`config.mk`:
```
export PLATFORM = sky130hd
export DESIGN_NAME = vpopc_seq
export DESIGN_NICKNAME = d
export VERILOG_FILES = /design/src/rtl/vpopc_pkg.sv /design/src/rtl/vpopc_tail_mask.sv /design/src/rtl/vpopc_seq.sv
export SDC_FILE = /design/constraint.sdc
export NUM_CORES = 1
export LEC_CHECK = 0
export ABC_CLOCK_PERIOD_IN_PS = 21500
export CAP_MARGIN = 15
export CORE_MARGIN = 3
export CORE_UTILIZATION = 35
export CTS_BUF_LIST = sky130_fd_sc_hd__clkbuf_8
export DETAILED_ROUTE_END_ITERATION = 12
export SYNTH_ARGS = -nofsm -noshare
export SYNTH_HDL_FRONTEND = slang
export SYNTH_SLANG_ARGS = --single-unit
```
`constraint.sdc`:
```
create_clock -name clk -period 21.5 [get_ports clk]
set_input_delay 3.225 -clock clk [delete_from_list [all_inputs] [get_ports clk]]
set_output_delay 3.225 -clock clk [all_outputs]
set_load 0.02 [all_outputs]
```
`src/rtl/vpopc_pkg.sv`:
```
// Shared definitions for the mask-popcount sequencer: FSM states, default
// widths and SEW encodings.
package vpopc_pkg;

    localparam int DEF_DATA_WIDTH = 64;
    localparam int DEF_ADDR_WIDTH = 32;
    localparam int DEF_SEW_WIDTH  = 2;
    localparam int DEF_VL_WIDTH   = 16;

    localparam logic [1:0] SEW_8  = 2'd0;
    localparam logic [1:0] SEW_16 = 2'd1;
    localparam logic [1:0] SEW_32 = 2'd2;
    localparam logic [1:0] SEW_64 = 2'd3;

    typedef enum logic [1:0] {
        IDLE,
        ISSUE,
        DRAIN,
        RESP
    } state_t;

endpackage

```
`src/rtl/vpopc_tail_mask.sv`:
```
// Clears the element bits (positions j<<sew) whose element index j is at or
// beyond r; non-element bits and elements below r pass through untouched.
module vpopc_tail_mask
    import vpopc_pkg::*;
#(
    parameter int MASK_W    = DEF_DATA_WIDTH / 8,
    parameter int SEW_WIDTH = DEF_SEW_WIDTH,
    parameter int R_WIDTH   = DEF_VL_WIDTH + 1
) (
    input  logic [SEW_WIDTH-1:0] sew,
    input  logic [R_WIDTH-1:0]   r,
    input  logic [MASK_W-1:0]    raw,
    output logic [MASK_W-1:0]    masked
);

    always_comb begin
        masked = raw;
        for (int b = 0; b < MASK_W; b++) begin
            if (((b & ((1 << sew) - 1)) == 0) && ((b >> sew) >= int'(r))) begin
                masked[b] = 1'b0;
            end
        end
    end

endmodule

```
`src/rtl/vpopc_seq.sv`:
```
// Sequencer for a vector mask popcount: streams mask beats from memory into
// the popcount datapath and returns the datapath's total as a result.
module vpopc_seq
    import vpopc_pkg::*;
#(
    parameter int REQ_DATA_WIDTH = DEF_DATA_WIDTH,
    parameter int REQ_ADDR_WIDTH = DEF_ADDR_WIDTH,
    parameter int SEW_WIDTH      = DEF_SEW_WIDTH,
    parameter int VL_WIDTH       = DEF_VL_WIDTH
) (
    input  logic                        clk,
    input  logic                        rst,
    input  logic                        cmd_valid,
    output logic                        cmd_ready,
    input  logic [VL_WIDTH-1:0]         cmd_vl,
    input  logic [SEW_WIDTH-1:0]        cmd_sew,
    input  logic [REQ_ADDR_WIDTH-1:0]   cmd_src_addr,
    input  logic [REQ_ADDR_WIDTH-1:0]   cmd_dst_addr,
    output logic                        rd_en,
    output logic [REQ_ADDR_WIDTH-1:0]   rd_addr,
    input  logic [REQ_DATA_WIDTH/8-1:0] rd_data,
    output logic                        dp_valid,
    output logic                        dp_start,
    output logic                        dp_end,
    output logic [REQ_DATA_WIDTH/8-1:0] dp_m0,
    output logic [SEW_WIDTH-1:0]        dp_sew,
    output logic [REQ_ADDR_WIDTH-1:0]   dp_addr,
    input  logic                        dp_out_valid,
    input  logic [REQ_DATA_WIDTH-1:0]   dp_out_vec,
    input  logic [REQ_ADDR_WIDTH-1:0]   dp_out_addr,
    output logic                        res_valid,
    input  logic                        res_ready,
    output logic [REQ_DATA_WIDTH-1:0]   res_data,
    output logic [REQ_ADDR_WIDTH-1:0]   res_addr
);

    localparam int MASK_W  = REQ_DATA_WIDTH / 8;
    localparam int LOG2_MW = $clog2(MASK_W);
    localparam int CNT_W   = VL_WIDTH + 1;

    localparam logic [SEW_WIDTH:0]      LOG2_W   = (SEW_WIDTH + 1)'(LOG2_MW);
    localparam logic [CNT_W-1:0]        CNT_ONE  = CNT_W'(1);
    localparam logic [REQ_ADDR_WIDTH-1:0] ADDR_ONE = REQ_ADDR_WIDTH'(1);

    state_t                    state;
    logic [SEW_WIDTH-1:0]      sew_q;
    logic [REQ_ADDR_WIDTH-1:0] dst_q;
    logic [CNT_W-1:0]          n_beats;
    logic [CNT_W-1:0]          beat_cnt;
    logic [CNT_W-1:0]          r_last;
    logic                      rd_first;
    logic                      rd_last;

    logic [CNT_W-1:0]          vl_ext;
    logic [SEW_WIDTH:0]        shift;
    logic [CNT_W-1:0]          elems;
    logic [CNT_W-1:0]          n_calc;
    logic [CNT_W-1:0]          r_calc;
    logic [CNT_W-1:0]          r_sel;
    logic [MASK_W-1:0]         m0_masked;

    // Elements per beat is a power of two, so ceil-divide and the tail
    // remainder reduce to shifts.
    always_comb begin
        vl_ext = {1'b0, cmd_vl};
        shift  = LOG2_W - {1'b0, cmd_sew};
        elems  = CNT_ONE << shift;
        n_calc = (vl_ext + elems - CNT_ONE) >> shift;
        r_calc = vl_ext - ((n_calc - CNT_ONE) << shift);
    end

    assign cmd_ready = (state == IDLE);

    // Non-final beats get an out-of-range r so nothing is cleared.
    assign r_sel = dp_end ? r_last : '1;

    vpopc_tail_mask #(
        .MASK_W    (MASK_W),
        .SEW_WIDTH (SEW_WIDTH),
        .R_WIDTH   (CNT_W)
    ) u_tail_mask (
        .sew    (sew_q),
        .r      (r_sel),
        .raw    (rd_data),
        .masked (m0_masked)
    );

    assign dp_m0 = dp_valid ? m0_masked : '0;

    always_ff @(posedge clk) begin
        if (rst) begin
            state     <= IDLE;
            sew_q     <= '0;
            dst_q     <= '0;
            n_beats   <= '0;
            beat_cnt  <= '0;
            r_last    <= '0;
            rd_first  <= 1'b0;
            rd_last   <= 1'b0;
            rd_en     <= 1'b0;
            rd_addr   <= '0;
            dp_valid  <= 1'b0;
            dp_start  <= 1'b0;
            dp_end    <= 1'b0;
            dp_sew    <= '0;
            dp_addr   <= '0;
            res_valid <= 1'b0;
            res_data  <= '0;
            res_addr  <= '0;
        end else begin
            // Read data arrives one cycle after rd_en, so the beat strobes trail it.
            dp_valid <= rd_en;
            dp_start <= rd_en & rd_first;
            dp_end   <= rd_en & rd_last;
            dp_sew   <= rd_en ? sew_q : '0;
            dp_addr  <= rd_en ? dst_q : '0;

            case (state)
                IDLE: begin
                    if (cmd_valid) begin
                        sew_q   <= cmd_sew;
                        dst_q   <= cmd_dst_addr;
                        n_beats <= n_calc;
                        r_last  <= r_calc;
                        if (cmd_vl == '0) begin
                            res_valid <= 1'b1;
                            res_data  <= '0;
                            res_addr  <= cmd_dst_addr;
                            state     <= RESP;
                        end else begin
                            rd_en    <= 1'b1;
                            rd_addr  <= cmd_src_addr;
                            rd_first <= 1'b1;
                            rd_last  <= (n_calc == CNT_ONE);
                            beat_cnt <= CNT_ONE;
                            state    <= ISSUE;
                        end
                    end
                end
                ISSUE: begin
                    if (beat_cnt == n_beats) begin
                        rd_en    <= 1'b0;
                        rd_addr  <= '0;
                        rd_first <= 1'b0;
                        rd_last  <= 1'b0;
                        state    <= DRAIN;
                    end else begin
                        rd_addr  <= rd_addr + ADDR_ONE;
                        rd_first <= 1'b0;
                        rd_last  <= ((beat_cnt + CNT_ONE) == n_beats);
                        beat_cnt <= beat_cnt + CNT_ONE;
                    end
                end
                DRAIN: begin
                    if (dp_out_valid) begin
                        res_valid <= 1'b1;
                        res_data  <= dp_out_vec;
                        res_addr  <= dp_out_addr;
                        state     <= RESP;
                    end
                end
                RESP: begin
                    if (res_ready) begin
                        res_valid <= 1'b0;
                        res_data  <= '0;
                        res_addr  <= '0;
                        state     <= IDLE;
                    end
                end
                default: state <= IDLE;
            endcase
        end
    end

endmodule

```
==> qor.csv <==
metric,value,unit
port_buffers,366,
maxCapViolations,0,
numCtsBuffers,46,
grt_max_degree,99,
ctsRootBufferMaster,clkbuf_8,
reg2reg_depth,10,
hold_path_class,reg -> reg,
syn_avg_cell_area,7.81,sq um
status,"finished, final reports clean",
synthAdderAreaFrac,6.03,%
seqPwrFrac,32.5,%
synth_compound_area_share,19.4,%
via_count,14400,
path_clk_slew,0.06,ns
cts_hold_buf,0,
routabilityCongestion,0.868,
reg2reg_from,beat_cnt[15],
worstPathRequired,21.99,ns
relSlewSlack,25.5,%
synth-edff-count,0,
grt_usage,22.5,%
antenna_found_initial,4,
p_int,1.16,mW
overflow,0,
fp.dieH,207,um
synth_top_family_by_area,simple AND/OR/NAND/NOR gates,
pwr-share-comb,43.1,%
syn_to_final_growth,35.4,%
p_clk_share,24.4,%
placed_area,0.0182,sq mm
ys_warn_count,0,
cellLeakagePower,7.28,nW
ys_seq_elements,256,
grt_pass1_wl,79200,um
power.density,101,mW/mm^2
finalCoreUtilization,48.2,%
cts_sinks,256,
min_from,dst_q[9],
ys.flop_type,dfxtp_1,
grt_pass1_vias,13800,
finalCriticalPeriod,9.78,ns
core-area,0.0398,sq mm
start_util,35.6,%
finalClockSkew,0.0349,ns
postCtsResizedCells,0,
synthesis.nets,2071,
drc,0,
floorplan.rows,73,
critPathLaunchType,primary input,
synth-simple-area-share,27.3,%
muxShareOfSynthArea,2.54,%
antenna_left,0,
worstPathArrival,10.28,ns
drt-initial-drc-count,1170,
worstSetupPathType,in -> reg,
place_hpwl,36500,um
die_area,0.0429,sq mm
ir_drop,107,uV
max_freq,102,MHz
setup_viol,0,
ys_seq_area_share,36.2,%
rsz0062_at_grt,no,
min_period_over_period,45.5,%
tightestPinTransition,1.12,ns
layout_common_cells,"clkdlybuf4s50_1 (364), dfxtp_1 (256), nand2_1 (211), a21oi_1 (175), nor2_1 (164)",
p_sw,772,uW
drv_slew,0,
mostFrequentLayoutCell,clkdlybuf4s50_1,
synthArstFlopShare,0,%
crit-reg2reg-capture,rd_addr[18],
ys_types,80,
hold_viol,0,
synth_xor_area_share,3.56,%
wire_per_inst,18.8,um
pin_count,367,
cp_slowest_cell,nor4_4,
syn_area,0.0142,sq mm
finalSetupTns,0,ns
syn_inst,1813,
viasPerCell,5.35,
cts_tree,yes,
max_stage_delay,0.60,ns
swShare,40.0,%
drt_first_pass_iters,6,
crit_top_cell,inv_1,
die_x,207,um
layout-drive-gt1-share,5.89,%
critPathCaptureType,register,
crit_fanout,54,
min_to,dp_addr[9],
wirelength,50600,um
cts_buffer_depth,3,
rrSetupSlack,17.82,ns
nNetsFinal,2383,
finalInstanceArea,0.0192,sq mm
clkLatencyLatePin,0.59,ns
htree_levels,2,
cts_setup_buffers,0,
min_path_cells,1,
==> layout make-up <==
cell class | count | area [sq um]
sequential | 256 | 5120
antenna | 2 | 5.00
inverter | 67 | 251
timing repair buffer | 385 | 3800
multi-input combinational | 1369 | 8390
tap | 525 | 657
fill | 3961 | 20600
clock inverter | 18 | 110
clock buffer | 61 | 840
==> how the worst max path moves through the flow <==
stage,end,slack [ns],start,depth (start not counted)
after global routing,r_last[16],11.02,cmd_sew[0],29
after global placement,r_last[16],11.34,cmd_sew[0],29
after detailed placement,r_last[16],11.20,cmd_sew[0],29
final,r_last[16],11.72,cmd_sew[0],29
after CTS,r_last[16],11.84,cmd_sew[0],29
after floorplan,r_last[16],11.83,cmd_sew[0],30
==> through the flow <==
stage | setup WS, ns | power (mW) | hold WS (ns) | cells
4_1_cts | 11.84 | 1.95 | 0.449 | 2681
2_1_floorplan | 11.83 | 1.15 | 0.430 | 1813
3_5_place_dp | 11.20 | 1.47 | 0.441 | 2602
3_3_place_gp | 11.34 | 1.46 | 0.435 | 2602
5_1_grt | 11.02 | 2.06 | 0.462 | 2683
6_report | 11.72 | 1.93 | 0.449 | 2683
==> flip-flops by register name, summed over array words and instances (netlist names) <==
register   flops
r_last        17
n_beats       17
res_valid      1
rd_first       1
dp_valid       1
res_addr      32
dp_sew         2
dp_start       1
rd_last        1
beat_cnt      17
res_data      64
dp_end         1
sew_q          2
rd_addr       32
dp_addr       32
rd_en          1
dst_q         32
state          2
==> synth_stat cells, drive strengths merged, types with 14 or more instances <==
master	n	area [sq um]
a211oi	54	405
a21o	14	105
a21oi	175	876
a221oi	17	155
a31oi	14	87.6
and2	46	288
and3	57	357
clkbuf	111	417
dfxtp	256	5120
ha	65	813
inv	67	251
mux2i	18	180
nand2	212	796
nand2b	18	113
nand3	103	515
nand3b	17	128
nand4	17	106
nor2	165	627
nor2b	23	144
nor3	60	300
nor4	17	121
o21ai	69	345
xnor2	26	228
xor2	29	254
==> cell families after synthesis <==
logic type | after synthesis
AND/OR/NAND/NOR | 785
AO/OA/AOI/OAI | 432
flip-flops | 256
buffers and inverters | 188
adder cells (fa/ha/maj) | 67
XOR/XNOR | 56
multiplexers | 29
==> per-layer routing <==
layer / vias to the layer above / global-route usage, % / share of wire, %
met1: 6737 / 28.9 / 44
met2: 452 / 37.2 / 48
met3: 92 / 4.95 / 5.6
met5: - / 0 / 0.053
met4: 4 / 7.98 / 3.3
li1: 7070 / - / -
==> power by group through the flow <==
stage / Sequential [mW] / Clock, mW / Combinational (mW)
after detailed placement: 0.637 / 0 / 0.834
after CTS: 0.627 / 0.486 / 0.837
after global routing: 0.639 / 0.507 / 0.914
after global placement: 0.633 / 0 / 0.827
after floorplan: 0.692 / 0 / 0.458
final: 0.627 / 0.471 / 0.833
==> critical path, delay by kind of cell <==
family	cells	cell delay (ns)
buffers and inverters	6	1.06
multiplexers	2	0.54
AO/OA/AOI/OAI	9	2.24
AND/OR/NAND/NOR	8	1.71
XOR/XNOR	1	0.35
adder cells (fa/ha/maj)	3	1.11
(Power assumes the default switching activity.)
